### src/rtl/rf_access_arbiter_pkg.sv
// Shared constants and types for the register-file access arbiter.
package rf_pkg;

  localparam int RF_ADDR_W = 5;
  localparam int RF_DATA_W = 32;

  localparam logic [1:0] RF_OP_NOP   = 2'd0;
  localparam logic [1:0] RF_OP_WRITE = 2'd1;
  localparam logic [1:0] RF_OP_SWAP  = 2'd2;
  localparam logic [1:0] RF_OP_CLEAR = 2'd3;

  localparam logic [1:0] RF_FLAG_IDLE  = 2'd0;
  localparam logic [1:0] RF_FLAG_WRITE = 2'd1;
  localparam logic [1:0] RF_FLAG_SWAP  = 2'd2;

  typedef enum logic {IDLE, CLEAR} rf_state_e;

endpackage

### src/rtl/rf_access_arbiter_rr_arbiter.sv
// Round-robin arbiter: one-hot grant searching upward from a rotating pointer.
module rr_arbiter #(
  parameter int NREQ  = 4,
  parameter int IDX_W = (NREQ > 1) ? $clog2(NREQ) : 1
) (
  input  logic             clock,
  input  logic             reset,
  input  logic [NREQ-1:0]  req_i,
  input  logic             en_i,
  output logic [NREQ-1:0]  gnt_o,
  output logic [IDX_W-1:0] gnt_idx_o,
  output logic             gnt_vld_o
);

  logic [IDX_W-1:0] ptr_q, ptr_d;

  always_comb begin
    int c;
    c         = 0;
    gnt_o     = '0;
    gnt_idx_o = '0;
    gnt_vld_o = 1'b0;
    for (int k = 0; k < NREQ; k++) begin
      c = int'(ptr_q) + k;
      if (c >= NREQ) c = c - NREQ;
      if (!gnt_vld_o && en_i && req_i[c]) begin
        gnt_vld_o = 1'b1;
        gnt_o[c]  = 1'b1;
        gnt_idx_o = IDX_W'(c);
      end
    end
  end

  always_comb begin
    ptr_d = ptr_q;
    if (gnt_vld_o)
      ptr_d = (gnt_idx_o == IDX_W'(NREQ - 1)) ? '0 : gnt_idx_o + 1'b1;
  end

  always_ff @(posedge clock) begin
    if (reset) ptr_q <= '0;
    else       ptr_q <= ptr_d;
  end

endmodule

### src/rtl/rf_access_arbiter.sv
// Shares the register-file command port among NREQ requesters, incl. range-clear bursts.
// Optional: define RF_ARB_R0_PROTECT_EN to make register 0 read-only.
module rf_access_arbiter
  import rf_pkg::*;
#(
  parameter int NREQ   = 4,
  parameter int ADDR_W = RF_ADDR_W,
  parameter int DATA_W = RF_DATA_W,
  parameter int FLAG_W = 2
) (
  input  logic                   clock,
  input  logic                   reset,
  input  logic [NREQ-1:0]        req_valid,
  input  logic [2*NREQ-1:0]      req_op,
  input  logic [ADDR_W*NREQ-1:0] req_addr_a,
  input  logic [ADDR_W*NREQ-1:0] req_addr_b,
  input  logic [DATA_W*NREQ-1:0] req_data,
  output logic [NREQ-1:0]        req_ready,
  output logic                   busy,
  output logic [FLAG_W-1:0]      rf_flag,
  output logic [ADDR_W-1:0]      rf_addr_w,
  output logic [ADDR_W-1:0]      rf_addr_r1,
  output logic [ADDR_W-1:0]      rf_addr_r2,
  output logic [DATA_W-1:0]      rf_data
);

  localparam int IDX_W = (NREQ > 1) ? $clog2(NREQ) : 1;
`ifdef RF_ARB_R0_PROTECT_EN
  localparam bit R0_PROT = 1'b1;
`else
  localparam bit R0_PROT = 1'b0;
`endif

  rf_state_e         state_q, state_d;
  logic [ADDR_W-1:0] cnt_q, cnt_d, end_q, end_d;
  logic [FLAG_W-1:0] flag_q, flag_d;
  logic [ADDR_W-1:0] aw_q, aw_d, r1_q, r1_d, r2_q, r2_d;
  logic [DATA_W-1:0] data_q, data_d;

  logic [NREQ-1:0]   cand, gnt;
  logic [IDX_W-1:0]  gnt_idx;
  logic              gnt_vld, arb_en;
  logic [1:0]        op_s;
  logic [ADDR_W-1:0] a_s, b_s, clr_start;
  logic [DATA_W-1:0] d_s;
  logic              a_zero, b_zero;

  always_comb begin
    for (int i = 0; i < NREQ; i++)
      cand[i] = req_valid[i] && (req_op[2*i +: 2] != RF_OP_NOP);
  end

  assign arb_en = (state_q == IDLE) && !reset;

  rr_arbiter #(.NREQ(NREQ), .IDX_W(IDX_W)) u_rr_arbiter (
    .clock     (clock),
    .reset     (reset),
    .req_i     (cand),
    .en_i      (arb_en),
    .gnt_o     (gnt),
    .gnt_idx_o (gnt_idx),
    .gnt_vld_o (gnt_vld)
  );

  assign req_ready = gnt;

  assign op_s   = req_op[int'(gnt_idx)*2 +: 2];
  assign a_s    = req_addr_a[int'(gnt_idx)*ADDR_W +: ADDR_W];
  assign b_s    = req_addr_b[int'(gnt_idx)*ADDR_W +: ADDR_W];
  assign d_s    = req_data[int'(gnt_idx)*DATA_W +: DATA_W];
  assign a_zero = (a_s == '0);
  assign b_zero = (b_s == '0);
  // With register 0 protected a clear starting at 0 begins at 1; 0..0 then becomes empty.
  assign clr_start = (R0_PROT && a_zero) ? ADDR_W'(1) : a_s;

  always_comb begin
    state_d = state_q;
    cnt_d   = cnt_q;
    end_d   = end_q;
    flag_d  = FLAG_W'(RF_FLAG_IDLE);
    aw_d    = aw_q;
    r1_d    = r1_q;
    r2_d    = r2_q;
    data_d  = data_q;
    case (state_q)
      IDLE: begin
        if (gnt_vld) begin
          case (op_s)
            RF_OP_WRITE: begin
              if (!(R0_PROT && a_zero)) begin
                flag_d = FLAG_W'(RF_FLAG_WRITE);
                aw_d   = a_s;
                data_d = d_s;
              end
            end
            RF_OP_SWAP: begin
              if (!(R0_PROT && (a_zero || b_zero))) begin
                flag_d = FLAG_W'(RF_FLAG_SWAP);
                r1_d   = a_s;
                r2_d   = b_s;
              end
            end
            RF_OP_CLEAR: begin
              if (clr_start <= b_s) begin
                flag_d = FLAG_W'(RF_FLAG_WRITE);
                aw_d   = clr_start;
                data_d = '0;
                if (clr_start != b_s) begin
                  state_d = CLEAR;
                  cnt_d   = clr_start + 1'b1;
                  end_d   = b_s;
                end
              end
            end
            default: ;
          endcase
        end
      end
      CLEAR: begin
        // Compare before incrementing so an end address of all-ones never wraps.
        flag_d = FLAG_W'(RF_FLAG_WRITE);
        aw_d   = cnt_q;
        data_d = '0;
        if (cnt_q == end_q) state_d = IDLE;
        else                cnt_d   = cnt_q + 1'b1;
      end
      default: state_d = IDLE;
    endcase
  end

  always_ff @(posedge clock) begin
    if (reset) begin
      state_q <= IDLE;
      cnt_q   <= '0;
      end_q   <= '0;
      flag_q  <= '0;
      aw_q    <= '0;
      r1_q    <= '0;
      r2_q    <= '0;
      data_q  <= '0;
    end else begin
      state_q <= state_d;
      cnt_q   <= cnt_d;
      end_q   <= end_d;
      flag_q  <= flag_d;
      aw_q    <= aw_d;
      r1_q    <= r1_d;
      r2_q    <= r2_d;
      data_q  <= data_d;
    end
  end

  assign busy       = (state_q == CLEAR);
  assign rf_flag    = flag_q;
  assign rf_addr_w  = aw_q;
  assign rf_addr_r1 = r1_q;
  assign rf_addr_r2 = r2_q;
  assign rf_data    = data_q;

endmodule
### config.mk
export PLATFORM = sky130hd
export DESIGN_NAME = rf_access_arbiter
export DESIGN_NICKNAME = d
export VERILOG_FILES = /design/src/rtl/rf_access_arbiter_pkg.sv /design/src/rtl/rf_access_arbiter_rr_arbiter.sv /design/src/rtl/rf_access_arbiter.sv
export SDC_FILE = /design/constraint.sdc
export NUM_CORES = 1
export LEC_CHECK = 0
export CAP_MARGIN = 20
export CORE_UTILIZATION = 36
export DETAILED_ROUTE_END_ITERATION = 7
export PLACE_DENSITY = 0.77
export SYNTH_ARGS = -nofsm -noshare
export SYNTH_HDL_FRONTEND = slang
export SYNTH_SLANG_ARGS = --single-unit
export TNS_END_PERCENT = 50
### constraint.sdc
create_clock -name clock -period 5.6 [get_ports clock]
set_input_delay 1.12 -clock clock [delete_from_list [all_inputs] [get_ports clock]]
set_output_delay 1.12 -clock clock [all_outputs]
set_load 0.01 [all_outputs]
==> results.md, run 1 <==
Timing:
- For the pin with the worst max-slew slack, the measured transition is between 0.8 and 0.9 ns.
- The count of endpoints failing hold in the final timing report is 0.
- The relative max-transition margin is 43.9%.
- For the final database, setup skew stands at ~0.005 ns.
- Setup repair after global routing left no endpoint under its margin.
- Setup slack on the critical path of the routed design comes to about 0.24 ns.
- The total count of max-transition violations in the final report is 0.
- The top achievable clock speed is about 190 MHz.
- Setup violations remaining at the end of the flow were counted as 0.
- The share of the clock period used by the worst path after layout is between 90% and 100%.
- The minimum clock period is 5.36 ns.

CTS:
- The clock latency on the worst-skew pair is 0.33 ns.
- The clock passes through at most 2 buffers.
- CTS placed an instance of sky130_fd_sc_hd__clkbuf_16 at the clock tree root.
- The TritonCTS clock tree is done.
- In this run, post-CTS hold repair placed 0 buffers.
- For this design, the sink count on the clock tree is slightly above 60.
- The post-CTS clock slew at the launch and capture registers of the worst setup and hold paths is about 0.06 ns.
- Counting the buffers created by CTS gives 9.
- The H-tree depth is 3.

Global routing:
- The first global-routing pass estimated about 28 mm of wire.
- The total overflow left after global routing is 0.
- The via count of the first global-routing pass is ~5300.
- The overall routing resource usage is between 20% and 30%.
- Entering global routing, the biggest net connects 34 pins.
- The initial antenna violation count is 2.

Worst setup path:
- Measured in cells, the most critical reg-to-reg path has a length of 21.
- The critical path's largest stage delay is around 0.58 ns.
- The slowest library cell on the worst path is sky130_fd_sc_hd__or4_4.
- The setup path with the least slack is of type input pin to flip-flop.
- The data required time at the worst endpoint is 5.81 ns.
- The critical path goes through clkdlybuf4s50_1, o21a_1, mux4_2, a21o_4, or4_1, and3_1, o32ai_1, buf_4, a31oi_1, ha_1, o21ai_0, nand2b_1, a21oi_2, or4_4, a21oi_4, mux2_2.
- The worst setup path is captured at a flip-flop.
- The signal arrival time at the worst endpoint is around 5.6 ns.
- The critical path launch point type is an input pin.
- The largest fanout on the critical path is 5.

Logic synthesis:
- After synthesis, the cell types taking the most area are sky130_fd_sc_hd__dfxtp_1 (28%), sky130_fd_sc_hd__mux4_2 (17%), sky130_fd_sc_hd__a22o_1 (5.5%).
- The number of enable flip-flop cells after synthesis is 0.
- After synthesis the cells add up to between 4000 and 5000 um^2.
- During synthesis, Yosys emitted a total of 0 warnings.
- The number of nets in the synthesized netlist is about 670.
- The register bit total from synthesis is between 60 and 70.
- Each instance of the synthesized netlist takes up on average ~9.4 um^2.
- The share of Yosys cell area claimed by the top area cell type is between 20% and 30%.
- After synthesis, the share of flip-flops with an asynchronous set or reset is 0%.
- The number of cells produced by synthesis is between 400 and 500.
- The distinct cell type count after synthesis is 60.
- Among all flip-flop cells after synthesis, the most frequent one is sky130_fd_sc_hd__dfxtp_1.
- Summed over all instances, the cell type with the most area after synthesis is sky130_fd_sc_hd__dfxtp_1.
- The sequential share of the synthesized area is ~28%.

Route:
- Dividing the detail-routed wire length by the instance count gives 20.2 um.
- The routed metal-1 wirelength is 6.98 mm.
- The count of antenna-violating nets left after detailed routing is 0.
- For this run, design rule violations remaining after detail routing come to 0.
- After the first detailed-routing iteration, the DRC count stood at 339.
- The pre-antenna-repair detailed-routing pass consisted of 5 iterations.
- After detailed routing, the number of vias per cell comes to ~5.6.
- After detailed routing, the met2 layer carries between 9 and 10 mm of wire.
- In this run the top signal layer used is met4.
- Summing over every cut layer, the via total after detailed routing is between 5000 and 6000.
- Wires add up to 18.5 mm.
- Wire segments on met3 add up to around 1.3 mm in the final route.

Placed design:
- The post-placement setup slack is -0.210 ns.
- Input and output buffers added on the ports amount to between 200 and 250.
- The weighted congestion at the end of routability-driven global placement is 0.913.
- The sum of net half-perimeters after detailed placement is about 15 mm.

Worst hold path:
- Along the worst hold path, the cell count comes to 2.
- The tightest min-delay check is of the flip-flop to flip-flop type.

Floorplan:
- The floorplan step set the die width to 113 um.
- The die covers around 13000 um^2.
- The starting density of the core is between 30% and 40%.
- The die height is approximately 110 um.
- The floorplan step defined a core boundary enclosing between 10000 and 15000 um^2.
- The floorplan has 40 rows.
- For this design the top-level I/O count stands at ~240.

Power:
- Across the VDD grid, the largest voltage drop is between 0.3 and 0.4 mV.
- The completed layout was analyzed and its total power is between 4 and 5 mW.
- The power density over the cells is 633 nW/um^2.
- The static power due to leakage is between 3 and 4 nW.

Job:
- Max-cap violations in this run came to 0.

Status:
- The run finished with clean final reports.

Cells and area:
- The fraction of final layout cells sized beyond drive strength 1 is between 20% and 30%.
- The layout has about 980 filler cells.
- In the layout the commonest cells are sky130_fd_sc_hd__clkdlybuf4s50_1 (234), sky130_fd_sc_hd__buf_4 (75), sky130_fd_sc_hd__dfxtp_1 (62).
- The commonest non-fill, non-tap cell in the layout is sky130_fd_sc_hd__clkdlybuf4s50_1.
- Relative to the synthesized area, the layout overhead comes to 75.4%.
- The total number of nets in the final design is around 960.
cell type report:
type | instances | area, um^2 | share of cell area [%]
antenna | 2 | 5.00 | 0.0641
timing repair buffer | 314 | 2990 | 38.3
clock inverter | 7 | 104 | 1.33
inverter | 16 | 60.1 | 0.769
sequential | 62 | 1240 | 15.9
tap | 147 | 184 | 2.35
clock buffer | 9 | 225 | 2.88
multi-input combinational | 359 | 3000 | 38.5
sequential cells by signal, summed over array words and instances (netlist names):
register,cells
rf_addr_r1,5
rf_addr_r2,5
rf_flag,2
cnt_q,5
rf_data,32
rf_addr_w,5
end_q,5
u_rr_arbiter.ptr_q,2
busy,1
kinds of logic after synthesis:
kind of cell,count (synthesis),synth area share (%)
buf+inv,54,5.84
mux,56,22.0
fa+ha+maj,14,3.93
flops,62,27.9
xor+xnor,6,1.18
compound gates,153,24.6
simple gates,130,14.6
path summary, 6_finish.rpt:
kind | slack [ns] | startpoint | end
worst min register to register | 0.47 | end_q[3] | end_q[3]
worst max register to register | 0.68 | u_rr_arbiter.ptr_q[1] | rf_addr_w[0]
worst max-delay path | 0.24 | req_op[3] | rf_addr_w[0]
worst min-delay path | 0.47 | end_q[3] | end_q[3]
power breakdown:
group          switching (mW)  leakage, nW  total, mW  internal (mW)
logic                    1.83         2.44       3.66           1.83
registers              0.0796        0.507      0.673          0.593
clock network           0.221        0.161      0.617          0.396
total                    2.13         3.11       4.95           2.82
worst max-delay path: cells and delay by family:
| family | cells | cell delay, ns |
|---|---|---|
| and+or+nand+nor | 4 | 1.41 |
| muxes | 2 | 0.88 |
| adders and majority gates | 1 | 0.33 |
| AOI/OAI and AO/OA | 7 | 1.20 |
| buffers and inverters | 2 | 0.62 |
cell usage after synthesis (11+ instances only):
cell type                   n
sky130_fd_sc_hd__a21oi_1   22
sky130_fd_sc_hd__a22o_1    28
sky130_fd_sc_hd__a31oi_1   11
sky130_fd_sc_hd__clkbuf_1  19
sky130_fd_sc_hd__dfxtp_1   62
sky130_fd_sc_hd__ha_1      14
sky130_fd_sc_hd__inv_1     16
sky130_fd_sc_hd__mux2i_1   19
sky130_fd_sc_hd__mux4_2    33
sky130_fd_sc_hd__nand2_1   46
sky130_fd_sc_hd__nand3_1   19
sky130_fd_sc_hd__nor2_1    23
sky130_fd_sc_hd__o21ai_0   32
per-layer routing:
metal,up-vias,track usage [%]
met5,-,0
met1,2460,30.9
li1,2388,-
met3,44,5.73
met4,0,13.3
met2,277,52.7
repair_timing:
| item | 4_1_cts | 5_1_grt |
|---|---|---|
| setup endpoints to repair | 0 | 48 |
| gates resized for setup | 0 | 12 |
| buffers inserted | 0 | 1 |
per-stage QoR:
step           util [%]  setup TNS, ns  hold slack [ns]  instances  instance area [um^2]
3_5_place_dp       61.9          -7.37            0.464        897                  7430
3_3_place_gp       61.9          -2.16            0.451        897                  7430
2_1_floorplan         -              0            0.448        475                  4450
5_1_grt            65.0              0            0.492        916                  7810
4_1_cts            64.6              0            0.472        913                  7760
6_report           65.0              0            0.471        916                  7810
Power figures use the tool's default switching activity.
==> run 2, diff against run 1 <==
--- a/config.mk
+++ b/config.mk
@@ -8,8 +8,9 @@
 export CAP_MARGIN = 20
 export CORE_UTILIZATION = 36
 export DETAILED_ROUTE_END_ITERATION = 7
-export PLACE_DENSITY = 0.77
+export PLACE_DENSITY = 0.78
 export SYNTH_ARGS = -nofsm -noshare
 export SYNTH_HDL_FRONTEND = slang
+export SYNTH_HIERARCHICAL = 1
 export SYNTH_SLANG_ARGS = --single-unit
 export TNS_END_PERCENT = 50
==> constraint.sdc (replaced) <==
create_clock -name clock -period 4.29 [get_ports clock]
set_input_delay 0.858 -clock clock [delete_from_list [all_inputs] [get_ports clock]]
set_output_delay 0.858 -clock clock [all_outputs]
set_load 0.01 [all_outputs]
==> results.md, run 2 <==
Status:
- Outcome: complete, but fails checks (was complete, no violations).
- The final reports fail on DRC, setup timing.

Worst setup path:
- The critical path's largest stage delay came to 0.57 ns (was 0.58 ns).
- The critical path launch point type was an input pin (unchanged).
- The endpoint kind of the worst setup timing path is a flip-flop (unchanged).
- The slowest library cell on the worst path is sky130_fd_sc_hd__mux4_2 (was sky130_fd_sc_hd__or4_4).
- The largest fanout on the critical path came to 6 (was 5).
- The signal arrival time at the worst endpoint was 4.53 ns (was 5.57 ns).
- The data required time at the worst endpoint is 4.48 ns (was 5.81 ns).
- Crit-path cells: buf_6, o21a_4, mux4_2, and2_4, or2_4, a32oi_4, buf_6, mux4_2, ha_4, nand2b_4, a211oi_4, o311ai_4, o21ai_4, mux2i_1, nor2_1 (was clkdlybuf4s50_1, o21a_1, mux4_2, a21o_4, or4_1, and3_1, o32ai_1, buf_4, a31oi_1, ha_1, o21ai_0, nand2b_1, a21oi_2, or4_4, a21oi_4, mux2_2).
- The type of the worst setup path was input pin to flip-flop (unchanged).

Power:
- The proportion of power drawn by the clock network is 10.8% (was 12.5%).
- The part of the power in combinational logic came to 73.5% (was 73.9%).
- The sequential fraction of design power is 15.7% (was 13.6%).
- The worst-case vdd ir drop is 0.369 mV (was 0.351 mV).
- The static power due to leakage is 3.17 nW (was 3.11 nW).
- The total net switching power is 2.41 mW (was 2.13 mW).
- The power density over the cells is 777 nW/um^2 (was 633 nW/um^2).
- The total power after layout is 6.15 mW (was 4.95 mW).
- The share of total power consumed by net switching came to 39.3% (was 43.0%).
- The cell internal power dissipation is 3.73 mW (was 2.82 mW).

Timing:
- The total count of max-transition violations in the final report is 0 (unchanged).
- The worst setup slack after layout is -0.0501 ns (was 0.240 ns).
- The worst path in the final design needs a cycle of 4.34 ns, including I/O delays and setup.
- Unrepaired setup endpoints after global routing: true (was false).
- The clock tree skew after final layout is 0.0103 ns (was 0.00491 ns).
- The final setup TNS is -0.328 ns (was 0 ns).
- The share of the clock period used by the worst path after layout is 101%.
- The final number of setup-violating endpoints was 13 (was 0).
- The actual slew at the worst max-slew pin is 0.442 ns (was 0.842 ns).
- The count of endpoints failing hold in the final timing report is 0 (unchanged).
- The relative max-transition margin was 70.5% (was 43.9%).
- The final hold slack is 0.460 ns (was 0.471 ns).
- The top achievable clock speed is between 200 and 250 MHz.

Cells and area:
- The number of flip-flops under the largest register name is 32 (unchanged).
- The multi-input gate area in the final layout was 3070 um^2 (was 3000 um^2).
- The area added between synthesis and finish is 81.4% (was 75.4%).
- The number of inserted filler cells in the final layout is 907 (was 977).
- The fraction of final layout cells sized beyond drive strength 1 came to 24.8% (was 20.1%).
- Commonest cells after routing, fill and taps aside: sky130_fd_sc_hd__clkdlybuf4s50_1 (222), sky130_fd_sc_hd__nand2_1 (89), sky130_fd_sc_hd__dfxtp_1 (61) (was sky130_fd_sc_hd__clkdlybuf4s50_1 (234), sky130_fd_sc_hd__buf_4 (75), sky130_fd_sc_hd__dfxtp_1 (62)).
- The commonest non-fill, non-tap cell in the layout is sky130_fd_sc_hd__clkdlybuf4s50_1 (unchanged).
- The end-of-flow core utilization is 68.1% (was 65.0%).
- The number of non-filler instances in the completed layout is 872 (was 916).
- The post-route cell area is 7910 um^2 (was 7810 um^2).
- The antenna cell count is 0 (was 2).
- The total number of nets in the final design is 921 (was 958).
- The total area of sequential cells is 1240 um^2 (about the same).

Floorplan:
- The horizontal die dimension is 112 um (was 113 um).
- The placement row count was 39 (was 40).
- The die height is 112 um (was 113 um).
- The starting density of the core is 37.6% (was 37.1%).
- The die footprint is 12600 um^2 (was 12800 um^2).
- The core box area is 11600 um^2 (was 12000 um^2).
- The number of top-level design ports is 236 (unchanged).

Placed design:
- The sum of net half-perimeters after detailed placement is 12.2 mm (was 14.9 mm).
- The weighted congestion at the end of routability-driven global placement was 0.823 (was 0.913).
- The number of cells after detailed placement is 839 (was 897).
- The post-placement setup slack is -0.759 ns (was -0.210 ns).
- The quantity of I/O buffers inserted on ports is 235 (unchanged).
- The standard cell area after detailed placement is 7330 um^2 (was 7430 um^2).

Global routing:
- The via count of the first global-routing pass is 4949 (was 5283).
- The wire length of the first global-routing pass came to 24.1 mm (was 27.9 mm).
- The initial antenna violation count is 0 (was 2).
- The pin count of the biggest net entering global routing is 37 (was 34).
- The overall routing resource usage came to 24.4% (was 28.4%).
- The overflow left after global routing is 0 (unchanged).

Worst hold path:
- The kind of path behind the tightest hold check is flip-flop to flip-flop (unchanged).

Logic synthesis:
- The sequential share of the synthesized area was 28.5% (was 27.9%).
- The number of nets in the synthesized netlist was 627 (was 671).
- The register bit total from synthesis came to 62 (unchanged).
- Biggest area contributors in the synthesized netlist: sky130_fd_sc_hd__dfxtp_1 (28%), sky130_fd_sc_hd__mux4_2 (23%), sky130_fd_sc_hd__mux2i_1 (13%) (was sky130_fd_sc_hd__dfxtp_1 (28%), sky130_fd_sc_hd__mux4_2 (17%), sky130_fd_sc_hd__a22o_1 (5.5%)).
- The share of Yosys cell area claimed by the top area cell type is 28.5% (was 27.9%).
- The biggest area consumer among synthesized cells was sky130_fd_sc_hd__dfxtp_1 (unchanged).
- The summed instance area of the synthesized netlist is 4360 um^2 (was 4450 um^2).
- The number of cells produced by synthesis came to 430 (was 475).
- The most common flop cell mapped by yosys is sky130_fd_sc_hd__dfxtp_1 (unchanged).
- Most instantiated cells after synthesis: sky130_fd_sc_hd__nand2_1 (90), sky130_fd_sc_hd__dfxtp_1 (62), sky130_fd_sc_hd__mux2i_1 (55) (was sky130_fd_sc_hd__dfxtp_1 (62), sky130_fd_sc_hd__nand2_1 (46), sky130_fd_sc_hd__mux4_2 (33)).
- The distinct cell type count after synthesis is 51 (was 60).
- The average footprint of a synthesized cell is 10.1 um^2 (was 9.38 um^2).
- The number of enable flip-flop cells after synthesis came to 0 (unchanged).
- The share of flip-flops with an asynchronous set or reset after synthesis is 0% (unchanged).
- The most numerous cell in the Yosys netlist is sky130_fd_sc_hd__nand2_1 (was sky130_fd_sc_hd__dfxtp_1).
- The number of warnings issued by yosys is 6 (was 0).

CTS:
- The TritonCTS clock tree is done (unchanged).
- The clock latency on the worst-skew pair is 0.33 ns (about the same).
- The post-CTS clock slew at the launch and capture registers of the worst setup and hold paths is 0.06 ns (about the same).
- The H-tree depth is 3 (unchanged).
- The buffer depth of the longest clock path is 2 (unchanged).
- The library cell used as clock root buffer is sky130_fd_sc_hd__clkbuf_16 (unchanged).
- The total number of clock tree sinks is 62 (unchanged).
- The number of buffers created by CTS is 9 (unchanged).

Route:
- The first-iteration detailed-routing DRC count came to 155 (was 339).
- The total iterations of the first detailed-routing run came to 7 (was 5).
- The count of antenna-violating nets left after detailed routing came to 0 (unchanged).
- The final routed wirelength across all metal layers was 15.6 mm (was 18.5 mm).
- The via count normalized by instance count was 5.35 (was 5.64).
- The routed wire length per instance is 17.9 um (was 20.2 um).
- The number of design rule violations left after detail routing is 10 (was 0).
- The total via count in the routed design is 4665 (was 5169).

Job:
- The number of max-cap violations is 0 (unchanged).
-- run 2: cell types whose count changed in the layout (fill, tap and decap cells not counted), sizes merged, moves of 7 or more --
| cell | before | now |
|---|---|---|
| a21oi | 24 | 10 |
| o21ai | 36 | 14 |
| clkdlybuf4s50 | 234 | 222 |
| mux2i | 19 | 55 |
| nand2 | 46 | 90 |
| a31oi | 11 | 2 |
| and3 | 10 | 0 |
| mux4 | 33 | 46 |
| a22o | 28 | 1 |
| nand3 | 19 | 4 |
| nand2b | 9 | 2 |
| a211oi | 9 | 2 |
-- run 2: path summary, 6_finish.rpt --
check / start / to / slack, ns / depth (start not counted)
worst max register to register: u_rr_arbiter/ptr_q[0] / cnt_q[0] / 0.04 / 15
worst max-delay path: req_op[5] / cnt_q[0] / -0.05 / 15
worst min register to register: rf_data[30] / rf_data[30] / 0.46 / 2
worst min-delay path: rf_data[30] / rf_data[30] / 0.46 / 2
-- run 2: worst max-delay path: cells and delay by family --
family | cells | cell delay, ns
adder cells (fa/ha/maj) | 1 | 0.27
multiplexers | 3 | 1.30
AND/OR/NAND/NOR | 4 | 0.63
buffers and inverters | 2 | 0.27
AO/OA/AOI/OAI | 5 | 1.18
-- run 2: repair_timing --
item | CTS | global route
hold buffers | 0 | 0
pin swaps | 17 | 18
setup buffers | 9 | 6
gates resized for setup | 64 | 19
setup endpoints to repair | 59 | 49
gates cloned | 2 | 1
-- run 2: final cells by class --
class / instances / share of cell area [%]
clock buffers: 9 / 2.85
clock inverters: 7 / 0.633
inverters: 14 / 0.664
multi-input cells: 324 / 38.8
flip-flops and latches: 62 / 15.7
well taps: 143 / 2.26
repair buffers: 313 / 39.1
-- run 2: cells by family (layout without fill, tap and decap cells) --
logic type / after synthesis / in the layout / share of synthesized area (%)
AO/OA/AOI/OAI: 55 / 55 / 9.04
XOR/XNOR: 6 / 6 / 1.20
adder cells (fa/ha/maj): 15 / 15 / 4.30
buffers and inverters: 44 / 343 / 5.22
flip-flops: 62 / 62 / 28.5
multiplexers: 107 / 107 / 38.0
AND/OR/NAND/NOR: 141 / 141 / 13.8
-- run 2: routing by layer --
metal	wire length, um	global-route usage (%)	part of all wire, %
met1	5730	27.1	37
met2	8490	46.7	54
met3	990	3.83	6.4
met4	371	9.24	2.4
met5	0	0	0
-- run 2: power groups by stage --
stage          registers [mW]  logic (mW)  clock network [mW]
2_1_floorplan            1.05        2.39                   0
3_3_place_gp            0.965        3.94                   0
3_5_place_dp            0.972        4.04                   0
4_1_cts                 0.964        4.37               0.673
5_1_grt                 0.985        4.82               0.710
6_report                0.963        4.52               0.663
==> run 3, diff against run 2 <==
--- a/config.mk
+++ b/config.mk
@@ -6,6 +6,7 @@
 export NUM_CORES = 1
 export LEC_CHECK = 0
 export CAP_MARGIN = 20
+export CORE_ASPECT_RATIO = 1.2
 export CORE_UTILIZATION = 36
 export DETAILED_ROUTE_END_ITERATION = 7
 export PLACE_DENSITY = 0.78
==> results.md, run 3 (synthesis gave the netlist of run 2 again) <==
Status:
- Outcome: complete, but fails checks (unchanged).
- Violations in the final reports: setup timing (was DRC, setup timing).

Power:
- The cell internal power dissipation is 3.92 mW (was 3.73 mW).
- The static power due to leakage came to 3.22 nW (was 3.17 nW).
- The total net switching power is 2.43 mW (was 2.41 mW).
- The power density over the cells is 790 nW/um^2 (was 777 nW/um^2).
- The proportion of power drawn by the clock network is 13.3% (was 10.8%).
- The sequential fraction of design power is 15.1% (was 15.7%).
- The part of the power in combinational logic is 71.6% (was 73.5%).
- The worst-case vdd ir drop is 0.474 mV (was 0.369 mV).
- The share of total power consumed by net switching is 38.3% (was 39.3%).
- The total power after layout was 6.35 mW (was 6.15 mW).

Timing:
- The final setup TNS is -1.42 ns (was -0.328 ns).
- The top achievable clock speed came to 229 MHz (was 230 MHz).
- The actual slew at the worst max-slew pin is 0.940 ns (was 0.442 ns).
- The worst setup slack after layout came to -0.0762 ns (was -0.0501 ns).
- The relative max-transition margin was 37.0% (was 70.5%).
- The final number of setup-violating endpoints is 42 (was 13).
- The share of the clock period used by the worst path after layout is 102% (was 101%).
- The total count of max-transition violations in the final report is 0 (unchanged).
- The clock tree skew after final layout is 0.00645 ns (was 0.0103 ns).
- Unrepaired setup endpoints after global routing: true (unchanged).
- The minimum clock period was 4.37 ns (was 4.34 ns).
- The count of endpoints failing hold in the final timing report is 0 (unchanged).

Global routing:
- The via count of the first global-routing pass is 5096 (was 4949).
- The overflow left after global routing is 0 (unchanged).
- The overall routing resource usage is 25.4% (was 24.4%).
- The wire length of the first global-routing pass is 24.2 mm (was 24.1 mm).
- The pin count of the biggest net entering global routing came to 37 (unchanged).
- The initial antenna violation count is 0 (unchanged).

Floorplan:
- The die footprint is 12600 um^2 (about the same).
- The starting density of the core came to 37.4% (was 37.6%).
- The core box area was 11700 um^2 (was 11600 um^2).
- The die height is 123 um (was 112 um).
- The horizontal die dimension is 102 um (was 112 um).
- The number of top-level design ports is 236 (unchanged).
- The placement row count was 43 (was 39).

Route:
- The final routed wirelength across all metal layers is 15.5 mm (was 15.6 mm).
- The count of antenna-violating nets left after detailed routing was 0 (unchanged).
- The via count normalized by instance count came to 5.25 (was 5.35).
- The first-iteration detailed-routing DRC count is 156 (was 155).
- The total iterations of the first detailed-routing run is 7 (unchanged).
- The total via count in the routed design is 4650 (was 4665).
- The routed wire length per instance is 17.6 um (was 17.9 um).
- The number of design rule violations left after detail routing came to 0 (was 10).

Worst setup path:
- The largest fanout on the critical path is 6 (unchanged).
- The endpoint kind of the worst setup timing path is a flip-flop (unchanged).
- The type of the worst setup path is input pin to flip-flop (unchanged).
- The launching element of the worst setup path is req_op[0] (was req_op[5]).
- The signal arrival time at the worst endpoint came to 4.57 ns (was 4.53 ns).
- The critical path launch point type was an input pin (unchanged).
- The cell depth of the worst flop-to-flop path is 15 (unchanged).
- The worst flop-to-flop path endpoint was cnt_q[1] (was cnt_q[0]).
- The endpoint of the worst setup timing path is cnt_q[1] (was cnt_q[0]).
- The startpoint of the worst-slack reg-to-reg timing path is u_rr_arbiter/ptr_q[1] (was u_rr_arbiter/ptr_q[0]).
- The worst setup slack for register-to-register paths was 0.01 ns (was 0.04 ns).
- The data required time at the worst endpoint is 4.50 ns (was 4.48 ns).

Cells and area:
- Commonest cells after routing, fill and taps aside: sky130_fd_sc_hd__clkdlybuf4s50_1 (222), sky130_fd_sc_hd__nand2_1 (89), sky130_fd_sc_hd__dfxtp_1 (61) (unchanged).
- The number of flip-flops under the largest register name came to 32 (unchanged).
- The fraction of final layout cells sized beyond drive strength 1 is 24.9% (was 24.8%).
- The total area of sequential cells is 1240 um^2 (unchanged).
- The total number of nets in the final design was 920 (was 921).
- The area added between synthesis and finish is 84.3% (was 81.4%).
- The commonest non-fill, non-tap cell in the layout is sky130_fd_sc_hd__clkdlybuf4s50_1 (unchanged).
- The end-of-flow core utilization came to 68.8% (was 68.1%).
- The post-route cell area came to 8040 um^2 (was 7910 um^2).
- The multi-input gate area in the final layout came to 3070 um^2 (unchanged).
- The antenna cell count is 0 (unchanged).
- The number of inserted filler cells in the final layout is 869 (was 907).

CTS:
- The library cell used as clock root buffer is sky130_fd_sc_hd__clkbuf_16 (unchanged).
- The H-tree depth is 3 (unchanged).
- The post-CTS clock slew at the launch and capture registers of the worst setup and hold paths came to 0.06 ns (about the same).
- The total number of clock tree sinks is 62 (unchanged).
- The buffer depth of the longest clock path was 2 (unchanged).
- The cts-stage hold buffer count is 0 (unchanged).
- The TritonCTS clock tree is done (unchanged).
- The number of buffers created by CTS is 9 (unchanged).
- The clock latency on the worst-skew pair came to 0.33 ns (about the same).

Job:
- The number of max-cap violations is 0 (unchanged).

Placed design:
- The standard cell area after detailed placement came to 7320 um^2 (was 7330 um^2).
- The sum of net half-perimeters after detailed placement is 11.8 mm (was 12.2 mm).
- The quantity of I/O buffers inserted on ports is 235 (unchanged).
- The weighted congestion at the end of routability-driven global placement is 0.867 (was 0.823).
- The post-placement setup slack came to -0.721 ns (was -0.759 ns).

Worst hold path:
- The kind of path behind the tightest hold check is flip-flop to flip-flop (unchanged).
-- run 3: cell count changes in the layout (fill, tap and decap cells not counted), sizes merged --
cell	delta
clkinvlp	+2
bufinv	+3
inv	-1
clkinv	-4
clkdlybuf4s15	-1
clkbuf	+2
buf	-2
-- run 3: cell type report --
class                           instances  share of cell area, %
Tap cell                              157                   2.44
Inverter                               14                  0.654
Multi-Input combinational cell        324                   38.2
Clock buffer                            9                   2.80
Timing Repair Buffer                  312                   38.9
Clock inverter                          7                   1.53
Sequential cell                        62                   15.5
-- run 3: worst min path at each step --
stage | start | endpoint | cells after the start
2_1_floorplan | end_q[4] | end_q[4] | 2
3_3_place_gp | rf_data[6] | rf_data[6] | 2
3_5_place_dp | rf_data[25] | rf_data[25] | 2
4_1_cts | rf_data[25] | rf_data[25] | 2
5_1_grt | rf_data[24] | rf_data[24] | 2
6_report | rf_data[25] | rf_data[25] | 2
-- run 3: per-stage QoR --
stage,hold WS (ns),cells
detailed placement,0.450,847
CTS,0.461,881
finish,0.461,885
global route,0.483,885
floorplan,0.466,430
global placement,0.444,847
-- run 3: power groups by stage --
stage                     clock (mW)  combinational (mW)  sequential (mW)
after global placement             0                3.88            0.949
after floorplan                    0                2.39             1.05
final                          0.846                4.55            0.958
after global routing           0.880                4.88            0.986
after CTS                      0.856                4.42            0.955
after detailed placement           0                3.98            0.961
-- run 3: metal layers --
metal | wire length [um] | up-vias | share of wire, % | global-route usage (%)
met5 | 0 | - | 0 | 0
met4 | 418 | 0 | 2.7 | 10.6
met3 | 945 | 30 | 6.1 | 6.04
met2 | 8590 | 197 | 55 | 48.8
met1 | 5580 | 2252 | 36 | 25.6
li1 | - | 2171 | - | -
-- run 3: worst max-delay path: stages --
cell and delay (ns):
sky130_fd_sc_hd__buf_6 0.09, sky130_fd_sc_hd__o21a_1 0.21, sky130_fd_sc_hd__mux4_2 0.50, sky130_fd_sc_hd__and2_4 0.18, sky130_fd_sc_hd__or2_4 0.24, sky130_fd_sc_hd__a32oi_4 0.29
sky130_fd_sc_hd__buf_12 0.17, sky130_fd_sc_hd__mux4_2 0.56, sky130_fd_sc_hd__ha_4 0.26, sky130_fd_sc_hd__nand2b_4 0.14, sky130_fd_sc_hd__a211oi_4 0.28, sky130_fd_sc_hd__o311ai_4 0.18
sky130_fd_sc_hd__o21ai_4 0.30, sky130_fd_sc_hd__mux2i_1 0.23, sky130_fd_sc_hd__nor2_1 0.07
-- run 3: what timing repair did --
action | 4_1_cts | 5_1_grt
pin swaps | 14 | 21
resized for setup | 69 | 19
gates cloned | 3 | 2
endpoints found under the hold margin | 0 | 0
setup endpoints to repair | 50 | 49
buffers inserted | 15 | 3
==> patch (flow settings as in run 1) <==
Change the parameter `FLAG_W` from 2 to 3.
--- a/src/rtl/rf_access_arbiter.sv
+++ b/src/rtl/rf_access_arbiter.sv
@@ -8,3 +8,3 @@
   parameter int DATA_W = RF_DATA_W,
-  parameter int FLAG_W = 2
+  parameter int FLAG_W = 3
 ) (
Interface: changed (resized rf_flag); port bits go from 236 to 237. No check against the original RTL was run, so the function may have changed too.
==> patch against run 1 <==
Utilization fell by 4.6 points. Routed wire length shrank 11%. Worst hold slack better by 0.028 ns. First-iteration DRC count rose by 3.2%. Worst setup slack gained 0.016 ns. Cell area decreased by 1.2%. Non-clock buffer count is 45 lower. Synthesized area rose by 7.0%. Sequential cell count did not move. Clock skew rose by 0.0030 ns. Total power is 4.0% lower. Critical path type unchanged.
==> patch: results (changes against run 1) <==
fraction of layout cells with a size suffix above 1 9.24% (-11 points); WP data arrival 5.61 ns (+0.04 ns); Met2 Wirelength 7970 µm (-17%); Fin Hold WS 0.500 ns (+0.0283 ns); crit-path max FO 11 (+6); Worst Reg-to-Reg Cells 20 (-4.8%); Endpoint, Worst Hold rf_addr_r2[0]$_SDFFE_PP0P_; top post-synthesis cells by area dfxtp_1 (26%), nand2_1 (13%), mux2i_1 (7.3%), a311oi_1 (6.2%), a21o_1 (5.2%); met3 GRT Util 5.56% (-0.17 points); hold path startpoint rf_addr_r2[0]$_SDFFE_PP0P_; most common library cells after synthesis nand2_1 (162), dfxtp_1 (62), and3_1 (37); Root Driver clkbuf_16; max_slew headroom 52.9% (+9.1 points); first-pass GRT wire length 24700 µm (-11%); Synth Warn # 0 (unchanged); Worst Skew 0.00790 ns (+0.00299 ns); GPL Wtd Cong 0.914 (+0.12%); Vias per Instance 5.23 (-7.4%); delay-heaviest family, CP compound AO/OA/AOI/OAI gates; M1 wire length 7180 µm (+2.9%); outcome completed; post-synthesis sequential area ratio 26.0% (-1.8 points); Mean Syn Cell Area 7.69 µm² (-18%); FF-to-FF End cnt_q[0]$_SDFFE_PP0P_; Antenna Cells 0 (-2); Lkg Pwr 3.30 nW (+6.2%); CP max-delay cell clkdlybuf4s50_1; Max Used Layer met4; Clk Latency, worst-skew pair 0.33 ns (about the same); VDD IR max 0.382 mV (+8.7%); Tot GR Track Use 23.6% (-4.8 points); Place WS 0.0429 ns (+0.253 ns); syn_nets 816 (+22%); Placed Area 7400 µm² (-0.40%); GR Util met1 31.8% (+0.92 points); final setup margin 0.256 ns (+0.0159 ns); WL/cell 16.1 µm (-20%); DR vias 5369 (+3.9%); Cell Int Power 2.61 mW (-7.4%); Nets 1046 (+9.2%); 1st-iter DRT viols 350 (+3.2%); met2 Track Usage GR 37.9% (-15 points); hpwl dp 12400 µm (-17%); Crit path largest cell delay 0.47 ns (-0.11 ns); TritonCTS buffer count 9 (unchanged); Cell variety after synth 66 (+10%); vias in the first global route 4767 (-9.8%); met3 WL 1270 µm (+0.95%); initial antenna violation count 0 (-2); largest net degree at the start of global routing 50 (+47%); flop-to-flop setup slack 0.56 ns (-0.12 ns)
[patch: cell families (layout without fill, tap and decap cells)]
| group | after synthesis | count (layout) | share of synthesized area, % |
|---|---|---|---|
| AND/OR/NAND/NOR | 295 | 295 | 30.3 |
| AO/OA/AOI/OAI | 128 | 128 | 21.7 |
| buffers and inverters | 70 | 305 | 6.82 |
| flip-flops | 62 | 62 | 26.0 |
| multiplexers | 44 | 44 | 10.3 |
| adder cells (fa/ha/maj) | 14 | 14 | 3.67 |
| XOR/XNOR | 6 | 6 | 1.10 |
| other | 1 | 1 | 0.0787 |
[patch: power by group through the flow]
stage                     sequential [mW]  clock (mW)  combinational [mW]
after floorplan                     0.813           0                2.13
after global routing                0.791       0.635                3.69
final                               0.765       0.605                3.38
after global placement              0.766           0                3.34
after detailed placement            0.771           0                3.37
after CTS                           0.765       0.619                3.39
[patch: layout make-up]
type / instances / area, µm²
clock buffers: 12 / 246
clock inverters: 4 / 70.1
well taps: 172 / 215
fillers: 1119 / 5050
flip-flops and latches: 62 / 1240
multi-input cells: 488 / 3210
inverters: 20 / 75.1
repair buffers: 269 / 2670
[patch: worst max path at each step]
stage                                                  start                    end  cells past startpoint
final                                              req_op[4]  cnt_q[0]$_SDFFE_PP0P_                     20
after global routing                               req_op[4]  end_q[3]$_SDFFE_PP0P_                     21
after CTS                                          req_op[6]  cnt_q[0]$_SDFFE_PP0P_                     20
after detailed placement                           req_op[6]  cnt_q[0]$_SDFFE_PP0P_                     20
after global placement                             req_op[0]  cnt_q[0]$_SDFFE_PP0P_                     19
after floorplan           u_rr_arbiter.ptr_q[0]$_SDFFE_PP0P_  cnt_q[0]$_SDFFE_PP0P_                     23
[patch: timing repair]
action | in CTS | in global routing
setup endpoints to repair | 0 | 46
resized for setup | 0 | 1
hold buffers | 0 | 0
